--- src/rtl/alu_mul_sequencer_if.sv ---
// ---------------------------------------------------------------------------
// alu_mul_sequencer_if
//   Bundles every non-clock/reset signal of the multiply sequencer: the
//   multiply request/response pair, the core decode's ALU request and
//   controls, and the ALU-facing control/result lines.
//
//   slave  modport : seen by alu_mul_sequencer
//   master modport : seen by whoever drives the sequencer (core + ALU side)
//
//   Signals
//     start, op_a, op_b          multiply request and operands
//     busy, done, result         multiply status and product (mod 256)
//     core_*                     core decode ALU request/controls
//     core_stall                 core ALU request must wait
//     alu_in1/in2/op/...         controls driven into the shared ALU
//     alu_out_val                ALU combinational result
//
//   The ALU op 01 ("andb") is expected to gate in1 with bit 0 of in2
//   (in1 & {8{in2[0]}}), which is what makes ANDB produce a partial product.
// ---------------------------------------------------------------------------
interface alu_mul_sequencer_if;
    logic       start;
    logic [7:0] op_a;
    logic [7:0] op_b;
    logic       busy;
    logic       done;
    logic [7:0] result;

    logic       core_alu_req;
    logic [7:0] core_in1;
    logic [7:0] core_in2;
    logic [1:0] core_alu_op;
    logic [1:0] core_branch_sel;
    logic       core_sub;
    logic       core_branch;
    logic       core_shift_left;
    logic       core_stall;

    logic [7:0] alu_in1;
    logic [7:0] alu_in2;
    logic [1:0] alu_op;
    logic [1:0] alu_branch_sel;
    logic       alu_sub;
    logic       alu_branch;
    logic       alu_shift_left;
    logic [7:0] alu_out_val;

    modport slave (
        input  start, op_a, op_b,
        input  core_alu_req, core_in1, core_in2, core_alu_op, core_branch_sel,
        input  core_sub, core_branch, core_shift_left,
        input  alu_out_val,
        output busy, done, result, core_stall,
        output alu_in1, alu_in2, alu_op, alu_branch_sel,
        output alu_sub, alu_branch, alu_shift_left
    );

    modport master (
        output start, op_a, op_b,
        output core_alu_req, core_in1, core_in2, core_alu_op, core_branch_sel,
        output core_sub, core_branch, core_shift_left,
        output alu_out_val,
        input  busy, done, result, core_stall,
        input  alu_in1, alu_in2, alu_op, alu_branch_sel,
        input  alu_sub, alu_branch, alu_shift_left
    );
endinterface

--- src/rtl/alu_mul_sequencer.sv ---
// ---------------------------------------------------------------------------
// alu_mul_sequencer
//   Owns the control inputs of the shared 8-bit ALU. While idle the core
//   decode's ALU controls pass straight through. On an accepted start it
//   takes the ALU over and runs an unsigned shift-and-add multiply using
//   the ALU itself (ANDB / ADD / SHL / SHR per multiplier bit), stalling
//   core ALU requests until the DONE cycle.
//
//   Parameters
//     WIDTH      datapath width (must be 8, the ALU width)
//     EARLY_EXIT 1: stop once the remaining multiplier is zero
//
//   Ports
//     clk    rising-edge clock
//     rst_n  asynchronous active-low reset
//     bus    alu_mul_sequencer_if.slave (request, core and ALU signals)
// ---------------------------------------------------------------------------
module alu_mul_sequencer #(
    parameter int WIDTH      = 8,
    parameter bit EARLY_EXIT = 1'b1
) (
    input  logic                  clk,
    input  logic                  rst_n,
    alu_mul_sequencer_if.slave    bus
);

    localparam int CNT_W = $clog2(WIDTH) + 1;

    typedef enum logic [2:0] {
        S_IDLE = 3'd0,
        S_ANDB = 3'd1,
        S_ADD  = 3'd2,
        S_SHL  = 3'd3,
        S_SHR  = 3'd4,
        S_DONE = 3'd5
    } state_t;

    state_t             state_q,  state_d;
    logic [7:0]         acc_q,    acc_d;
    logic [7:0]         mcand_q,  mcand_d;
    logic [7:0]         mplier_q, mplier_d;
    logic [7:0]         pp_q,     pp_d;
    logic [CNT_W-1:0]   cnt_q,    cnt_d;
    logic [7:0]         result_q, result_d;

    // The sequencer owns the ALU only in the four working states.
    logic takeover;
    assign takeover = (state_q == S_ANDB) || (state_q == S_ADD) ||
                      (state_q == S_SHL)  || (state_q == S_SHR);

    assign bus.busy       = (state_q != S_IDLE);
    assign bus.done       = (state_q == S_DONE);
    assign bus.result     = result_q;
    assign bus.core_stall = bus.core_alu_req && takeover;

    always_comb begin
        state_d  = state_q;
        acc_d    = acc_q;
        mcand_d  = mcand_q;
        mplier_d = mplier_q;
        pp_d     = pp_q;
        cnt_d    = cnt_q;
        result_d = result_q;

        // Pass-through is the default; working states override below.
        bus.alu_in1        = bus.core_in1;
        bus.alu_in2        = bus.core_in2;
        bus.alu_op         = bus.core_alu_op;
        bus.alu_branch_sel = bus.core_branch_sel;
        bus.alu_sub        = bus.core_sub;
        bus.alu_branch     = bus.core_branch;
        bus.alu_shift_left = bus.core_shift_left;

        if (takeover) begin
            bus.alu_branch_sel = 2'b00;
            bus.alu_branch     = 1'b0;
            bus.alu_sub        = 1'b0;
            bus.alu_shift_left = 1'b0;
        end

        case (state_q)
            S_IDLE: begin
                if (bus.start) begin
                    mcand_d  = bus.op_a;
                    mplier_d = bus.op_b;
                    acc_d    = '0;
                    cnt_d    = '0;
                    if (EARLY_EXIT && (bus.op_b == 8'd0)) begin
                        // Entering DONE straight away: the accumulator is
                        // being cleared, so the product is zero.
                        state_d  = S_DONE;
                        result_d = '0;
                    end else begin
                        state_d = S_ANDB;
                    end
                end
            end
            S_ANDB: begin
                // Partial product: multiplicand gated by multiplier LSB.
                bus.alu_in1 = mcand_q;
                bus.alu_in2 = mplier_q;
                bus.alu_op  = 2'b01;
                pp_d        = bus.alu_out_val;
                state_d     = S_ADD;
            end
            S_ADD: begin
                bus.alu_in1 = acc_q;
                bus.alu_in2 = pp_q;
                bus.alu_op  = 2'b00;
                acc_d       = bus.alu_out_val;
                state_d     = S_SHL;
            end
            S_SHL: begin
                bus.alu_in1        = mcand_q;
                bus.alu_in2        = 8'd1;
                bus.alu_op         = 2'b11;
                bus.alu_shift_left = 1'b1;
                mcand_d            = bus.alu_out_val;
                state_d            = S_SHR;
            end
            S_SHR: begin
                bus.alu_in1 = mplier_q;
                bus.alu_in2 = 8'd1;
                bus.alu_op  = 2'b11;
                mplier_d    = bus.alu_out_val;
                cnt_d       = cnt_q + CNT_W'(1);
                // cnt_q is the pre-increment iteration index here.
                if ((cnt_q == CNT_W'(WIDTH - 1)) ||
                    (EARLY_EXIT && (bus.alu_out_val == 8'd0))) begin
                    state_d  = S_DONE;
                    result_d = acc_q;
                end else begin
                    state_d = S_ANDB;
                end
            end
            S_DONE: begin
                state_d = S_IDLE;
            end
            default: begin
                state_d = S_IDLE;
            end
        endcase
    end

    always_ff @(posedge clk or negedge rst_n) begin
        if (!rst_n) begin
            state_q  <= S_IDLE;
            acc_q    <= '0;
            mcand_q  <= '0;
            mplier_q <= '0;
            pp_q     <= '0;
            cnt_q    <= '0;
            result_q <= '0;
        end else begin
            state_q  <= state_d;
            acc_q    <= acc_d;
            mcand_q  <= mcand_d;
            mplier_q <= mplier_d;
            pp_q     <= pp_d;
            cnt_q    <= cnt_d;
            result_q <= result_d;
        end
    end

endmodule

--- src/flat_wrapper.sv ---
// flat-port wrapper written by rule: the top's interface ports become plain ports
module alu_mul_sequencer_flat 
#(
    parameter int WIDTH      = 8,
    parameter bit EARLY_EXIT = 1'b1
)
  (clk, rst_n, bus_start, bus_op_a, bus_op_b, bus_core_alu_req, bus_core_in1, bus_core_in2, bus_core_alu_op, bus_core_branch_sel, bus_core_sub, bus_core_branch, bus_core_shift_left, bus_alu_out_val, bus_busy, bus_done, bus_result, bus_core_stall, bus_alu_in1, bus_alu_in2, bus_alu_op, bus_alu_branch_sel, bus_alu_sub, bus_alu_branch, bus_alu_shift_left);
  alu_mul_sequencer_if bus_i ();
  input  logic clk;
  input  logic rst_n;
  input wire logic [$bits(bus_i.start)-1:0] bus_start;
  input wire logic [$bits(bus_i.op_a)-1:0] bus_op_a;
  input wire logic [$bits(bus_i.op_b)-1:0] bus_op_b;
  input wire logic [$bits(bus_i.core_alu_req)-1:0] bus_core_alu_req;
  input wire logic [$bits(bus_i.core_in1)-1:0] bus_core_in1;
  input wire logic [$bits(bus_i.core_in2)-1:0] bus_core_in2;
  input wire logic [$bits(bus_i.core_alu_op)-1:0] bus_core_alu_op;
  input wire logic [$bits(bus_i.core_branch_sel)-1:0] bus_core_branch_sel;
  input wire logic [$bits(bus_i.core_sub)-1:0] bus_core_sub;
  input wire logic [$bits(bus_i.core_branch)-1:0] bus_core_branch;
  input wire logic [$bits(bus_i.core_shift_left)-1:0] bus_core_shift_left;
  input wire logic [$bits(bus_i.alu_out_val)-1:0] bus_alu_out_val;
  output wire logic [$bits(bus_i.busy)-1:0] bus_busy;
  output wire logic [$bits(bus_i.done)-1:0] bus_done;
  output wire logic [$bits(bus_i.result)-1:0] bus_result;
  output wire logic [$bits(bus_i.core_stall)-1:0] bus_core_stall;
  output wire logic [$bits(bus_i.alu_in1)-1:0] bus_alu_in1;
  output wire logic [$bits(bus_i.alu_in2)-1:0] bus_alu_in2;
  output wire logic [$bits(bus_i.alu_op)-1:0] bus_alu_op;
  output wire logic [$bits(bus_i.alu_branch_sel)-1:0] bus_alu_branch_sel;
  output wire logic [$bits(bus_i.alu_sub)-1:0] bus_alu_sub;
  output wire logic [$bits(bus_i.alu_branch)-1:0] bus_alu_branch;
  output wire logic [$bits(bus_i.alu_shift_left)-1:0] bus_alu_shift_left;
  assign bus_i.start = bus_start;
  assign bus_i.op_a = bus_op_a;
  assign bus_i.op_b = bus_op_b;
  assign bus_i.core_alu_req = bus_core_alu_req;
  assign bus_i.core_in1 = bus_core_in1;
  assign bus_i.core_in2 = bus_core_in2;
  assign bus_i.core_alu_op = bus_core_alu_op;
  assign bus_i.core_branch_sel = bus_core_branch_sel;
  assign bus_i.core_sub = bus_core_sub;
  assign bus_i.core_branch = bus_core_branch;
  assign bus_i.core_shift_left = bus_core_shift_left;
  assign bus_i.alu_out_val = bus_alu_out_val;
  assign bus_busy = bus_i.busy;
  assign bus_done = bus_i.done;
  assign bus_result = bus_i.result;
  assign bus_core_stall = bus_i.core_stall;
  assign bus_alu_in1 = bus_i.alu_in1;
  assign bus_alu_in2 = bus_i.alu_in2;
  assign bus_alu_op = bus_i.alu_op;
  assign bus_alu_branch_sel = bus_i.alu_branch_sel;
  assign bus_alu_sub = bus_i.alu_sub;
  assign bus_alu_branch = bus_i.alu_branch;
  assign bus_alu_shift_left = bus_i.alu_shift_left;
  alu_mul_sequencer #(.WIDTH(WIDTH), .EARLY_EXIT(EARLY_EXIT)) u_core (.clk(clk), .rst_n(rst_n), .bus(bus_i));
endmodule
--- config.mk ---
export PLATFORM = sky130hd
export DESIGN_NAME = alu_mul_sequencer_flat
export DESIGN_NICKNAME = d
export VERILOG_FILES = /design/src/rtl/alu_mul_sequencer_if.sv /design/src/rtl/alu_mul_sequencer.sv /design/src/flat_wrapper.sv
export SDC_FILE = /design/constraint.sdc
export NUM_CORES = 1
export LEC_CHECK = 0
export CORE_ASPECT_RATIO = 2
export CORE_MARGIN = 8
export CORE_UTILIZATION = 49
export CTS_BUF_LIST = sky130_fd_sc_hd__clkbuf_4 sky130_fd_sc_hd__clkbuf_8
export CTS_CLUSTER_SIZE = 8
export DETAILED_ROUTE_END_ITERATION = 7
export PLACE_DENSITY = 0.87
export SLEW_MARGIN = 15
export SYNTH_ARGS = -nofsm -noshare
export SYNTH_HDL_FRONTEND = slang
export SYNTH_SLANG_ARGS = --single-unit
--- constraint.sdc ---
create_clock -name clk -period 2.2 [get_ports clk]
set_clock_uncertainty 0.2 [all_clocks]
set_input_delay 0.44 -clock clk [delete_from_list [all_inputs] [get_ports clk]]
set_output_delay 0.44 -clock clk [all_outputs]
set_load 0.02 [all_outputs]
Word level (Yosys, flattened, before mapping):

Index checks and enable logic that the tools add are counted.

* register bits after elaboration: 47
* latch bits: 0
* memory bits (writable): 0
* bits in read-only memories: 0
* input port bits: 51
* output and inout bits: 34
* logic and storage cells: 59
* memories kept: 0

* add/sub/neg operators: 1
* multiply operators: 0
* div/mod/pow operators: 0
* magnitude comparators: 0
* equality and inequality tests: 9
* shifts and indexed selects: 0
* multiplexer cells: 24
* bitwise operators: 0
* reduce and logical (&&, ||, !) cells: 18

Operators by type and width (number)
* $pmux 8 s2: 4
* $mux 8: 6
* $pmux 8 s3: 2
* $logic_not 8->1: 2
* $pmux 3 s5: 1
* $mux 3: 3
* $pmux 4 s2: 1
* $eq 3x2->1 const B: 2
* $eq 3x3->1 const B: 2
* $pmux 2 s3: 1
* $reduce_and 2->1: 3
* $reduce_bool 2->1: 3
* $add 4x1->4 const B: 1
* $eq 4x3->1 const B: 1
* $logic_or 1x1->1: 4
* $mux 1: 4
* $mux 4: 1
* $ne 2x2->1 const B: 2
* $reduce_and 4->1: 1
* $reduce_or 2->1: 2
* $eq 3x1->1 const B: 1
* $logic_not 3->1: 1
* $reduce_bool 3->1: 1
* $mux 2: 1
* other kinds (2): 2

Longest topological paths before layout:

* word-level depth: 6
* gate-level depth with buffers: 7
* mapped depth without buffers: 4

Least setup slack after synthesis:

No wires, ideal clock.

* path type: flip-flop to output port
* start point: reg u_core.state_q[2]
* end point: out bus_alu_in1[4]
* arrival time: 1514 ps
* required time: 1560 ps
* path slack: 46 ps
* stages on the path, launching flop included: 7
* path buffers: 4
* cell sequence: dfrtp_1 buf_4 buf_2 buf_2 buf_2 o211ai_1 a21oi_1

* longest elaborated chain between the ends: 3

RTL lines
* start: declaration: RTL line alu_mul_sequencer.sv:38 `state_t state_q, state_d;`
* start signal: assignment: RTL line alu_mul_sequencer.sv:155 `state_q <= state_d;`
* $eq 3x2->1 or $eq 3x1->1 (tied branches): RTL line alu_mul_sequencer.sv:81 `case (state_q)`
* $reduce_or 2->1 (no source line)
* $pmux 8 s3 *: RTL line alu_mul_sequencer.sv:81
* end: declaration: RTL line flat_wrapper.sv:27 `output wire logic [$bits(bus_i.alu_in1)-1:0] bus_alu_in1;`

Mark *: on every way between the ends. The rest lies on a longest branch, timed or not.

Worst setup path after layout:

* start point: reg u_core.state_q[2]
* end point: out bus_alu_in1[1]

The elaborated chain is that of the path after synthesis.

==> results.toml <==
[outcome]
status = "finished with violations"
violations = "negative setup slack"

[setup_path]
required_ns = 1.56
cp.depth = 7
crit_path_start_kind = "flip-flop"
cp_max_fo = 9
critical_path.top_delay_family = "buffers and inverters"
crit_chain = "buf_12 > buf_4 > nand2b_4 > buf_12 > o221ai_2 > a21oi_1 > buf_2"
crit_type = "flip-flop to output pin"
worst-path-buf-inv = 4
slowest_stage = "dfrtp_1"
crit_path_end_kind = "output pin"
crit_top_cell = "buf_12"
reg2reg_depth = 8
arrival_ns = 1.76
critPathMaxStageDelay_ns = 0.41

[synthesis]
yosysSeqAreaShare_pct = 40.8
synth_cell_types = 40
netlist_instances = 300
synth_enable_flop_cells = 0
yosysWarnings = 0
syn_avg_cell_area_um2 = 9.61
synth-async-reset-ratio_pct = 100
synth_area_mm2 = 0.00288
synth_nets = 352
synth_ff_type = "dfrtp_1"
synth-seq-cells = 47

[timing]
fmax_mhz = 416
grt_setup_unrepaired = "true"
fin_crit_sh_pct = 109
tightest_slew_ns = 0.649
relSlewSlack_pct = 56.5
finalCriticalPeriod_ns = 2.40
drv_slew = 0
finalHoldViolCount = 0
setup_viol = 25
fin_ws_ns = -0.201

[clock_tree]
cts_tree = "yes"
clk_latency_ns = 0.29
clkSinkCount = 47
h-tree-depth = 2
cts-root-buf = "clkbuf_8"
postCtsHoldBufs = 0
clockBufferDepth = 2
cts_buffers = 5
cts.reportedPaths.clkPinSlew_ns = 0.09

[floorplanning]
rows = 39
io_pins = 85
coreArea_mm2 = 0.00571
start_util_pct = 50.5
dieArea_mm2 = 0.00875
die_height_um = 124
die_w_um = 70.3

[cells_and_area]
diodes = 0
fin_cells = 476
final_cell_area_mm2 = 0.00433
syn_to_final_growth_pct = 50.2
fin_util_pct = 75.9
drive_gt1_share_pct = 30.8
nets = 466

[global_routing]
grt_max_degree = 48
grt_pass1_wl_um = 15800
grt.overflow.total = 0
grt_usage_pct = 22.2
grt_pass1_vias = 2964
antenna_found_initial = 0

[power]
peakVddDrop_uv = 1410
power_frac_clock_pct = 9.9
power_switching_mw = 2.96
switching_share_pct = 44.1
p_seq_share_pct = 23.3
p_int_mw = 3.76
pwr-share-comb_pct = 66.9
power_density_mw_per_mm2 = 1550
p_leak_nw = 1.95

[placed_design]
gp_congestion = 0.886
dpl.cell_count = 461
place.port_buffers = 84
place_hpwl_um = 7300
place_area_mm2 = 0.00403

[detailed_routing]
post_drt_via_cell_ratio = 6.20
route.detailed.drc = 0
ant_nets = 0
vias = 2953
firstDrtPassIters = 5
drtIter0Drc = 244
wl_per_cell_um = 21.5
routed_wl_um = 10200

[run]
maxCapViolCount = 0

[hold_path]
hp-class = "input port to asynchronous set/reset pin"
==> synthesized netlist by cell type (2+ instances only) <==
library cell	number	area share (%)
nor4_1	2	0.43
nand3b_1	2	0.52
xnor2_1	2	0.61
buf_2	10	1.7
a21oi_4	2	1.1
clkbuf_1	6	0.78
o21ai_0	15	2.6
nor3_1	2	0.35
nand2b_1	9	2.0
o211ai_1	8	2.1
nand2_1	26	3.4
mux2i_1	33	11
buf_1	2	0.26
dfrtp_1	47	41
o22ai_1	2	0.43
nand3_1	3	0.52
a22o_1	16	4.9
o221ai_1	8	2.4
o31ai_1	2	0.52
a21oi_1	17	3.0
and2_1	3	0.65
a221o_1	7	2.4
nor2_1	27	3.5
nor2b_1	5	1.1
inv_1	10	1.3
or3b_1	2	0.61
buf_4	4	1.0
mux2_2	16	6.2
==> worst paths after layout <==
path | start | end | slack [ns]
worst max-delay path | u_core.state_q[2]$_DFFE_PN0P_ | bus_alu_in1[1] | -0.20
max in group asynchronous | rst_n | u_core.state_q[1]$_DFFE_PN0P_ | 1.34
worst min-delay path | rst_n | u_core.pp_q[2]$_DFFE_PN0N_ | 0.04
worst max register to register | u_core.state_q[2]$_DFFE_PN0P_ | u_core.bus.result[7]$_DFFE_PN0P_ | 0.15
worst min register to register | u_core.cnt_q[3]$_DFFE_PN0P_ | u_core.cnt_q[3]$_DFFE_PN0P_ | 0.28
min in group clk | u_core.cnt_q[3]$_DFFE_PN0P_ | u_core.cnt_q[3]$_DFFE_PN0P_ | 0.28
==> power groups by stage <==
stage / Combinational (mW) / Clock [mW] / Sequential, mW
3_3_place_gp: 3.98 / 0 / 1.51
5_1_grt: 4.77 / 0.702 / 1.60
3_5_place_dp: 4.06 / 0 / 1.52
4_1_cts: 4.08 / 0.660 / 1.53
6_report: 4.49 / 0.662 / 1.56
2_1_floorplan: 2.43 / 0 / 1.41
==> layout make-up <==
type,instances,area [um^2]
Timing Repair Buffer,130,1230
Sequential cell,47,1180
Clock buffer,6,82.6
Inverter,10,37.5
Tap cell,61,76.3
Fill cell,369,1380
Clock inverter,2,35.0
Multi-Input combinational cell,220,1700
==> routing by layer <==
metal | GRT usage [%] | up-vias | share of wire, %
met3 | 3.59 | 36 | 6.3
li1 | - | 1319 | -
met5 | 0 | - | 0
met4 | 15.1 | 0 | 6.5
met2 | 39.0 | 170 | 54
met1 | 23.0 | 1428 | 34
==> state kept, by name, summed over array words and instances, names as in the netlist <==
signal and flops:
u_core.acc_q 8, u_core.bus.result 8, u_core.cnt_q 4, u_core.mcand_q 8, u_core.mplier_q 8, u_core.pp_q 8
u_core.state_q 3
==> what timing repair did <==
item                       CTS  global route
setup buffers                3             3
pin swaps                    3             6
resized for setup          146            26
setup endpoints to repair   26            24
gates cloned                 0             1
==> cells in the final DEF, fill, tap and decap left out, types with 3 or more instances in the layout <==
master / synthesis / layout
a22o_1: 16 / 16
nand2b_1: 9 / 8
buf_6: 1 / 13
buf_12: 0 / 5
a21oi_1: 17 / 12
o221ai_2: 0 / 5
a21oi_2: 0 / 5
clkdlybuf4s50_1: 0 / 57
inv_1: 10 / 9
nand3_1: 3 / 3
o21ai_0: 15 / 14
buf_2: 10 / 8
nand2_1: 26 / 24
and2_1: 3 / 3
mux2_2: 16 / 15
a221o_1: 7 / 7
clkbuf_8: 0 / 6
nor2_1: 27 / 26
mux2i_1: 33 / 33
buf_4: 4 / 46
o211ai_1: 8 / 8
nor2b_1: 5 / 3
dfrtp_1: 47 / 45
==> stage by stage <==
| stage | hold slack, ns | setup TNS [ns] | setup WS (ns) | total power [mW] |
|---|---|---|---|---|
| 5_1_grt | 0.0853 | -4.08 | -0.239 | 7.07 |
| 6_report | 0.0356 | -3.05 | -0.201 | 6.72 |
| 3_5_place_dp | 0.268 | -9.36 | -0.547 | 5.58 |
| 4_1_cts | 0.0535 | -2.23 | -0.187 | 6.27 |
| 2_1_floorplan | -0.0556 | 0 | 0.0463 | 3.84 |
| 3_3_place_gp | 0.272 | -8.31 | -0.526 | 5.49 |
==> kinds of logic (layout without fill, tap and decap cells) <==
family	Yosys count	count (layout)	synth area share [%]
multiplexers	49	49	17.7
buffers and inverters	33	148	5.51
adder cells (fa/ha/maj)	1	1	0.434
flip-flops	47	47	40.8
AND/OR/NAND/NOR	89	89	15.1
AO/OA/AOI/OAI	79	79	19.9
XOR/XNOR	2	2	0.607
Note: power is estimated with default switching activity, not from simulation.
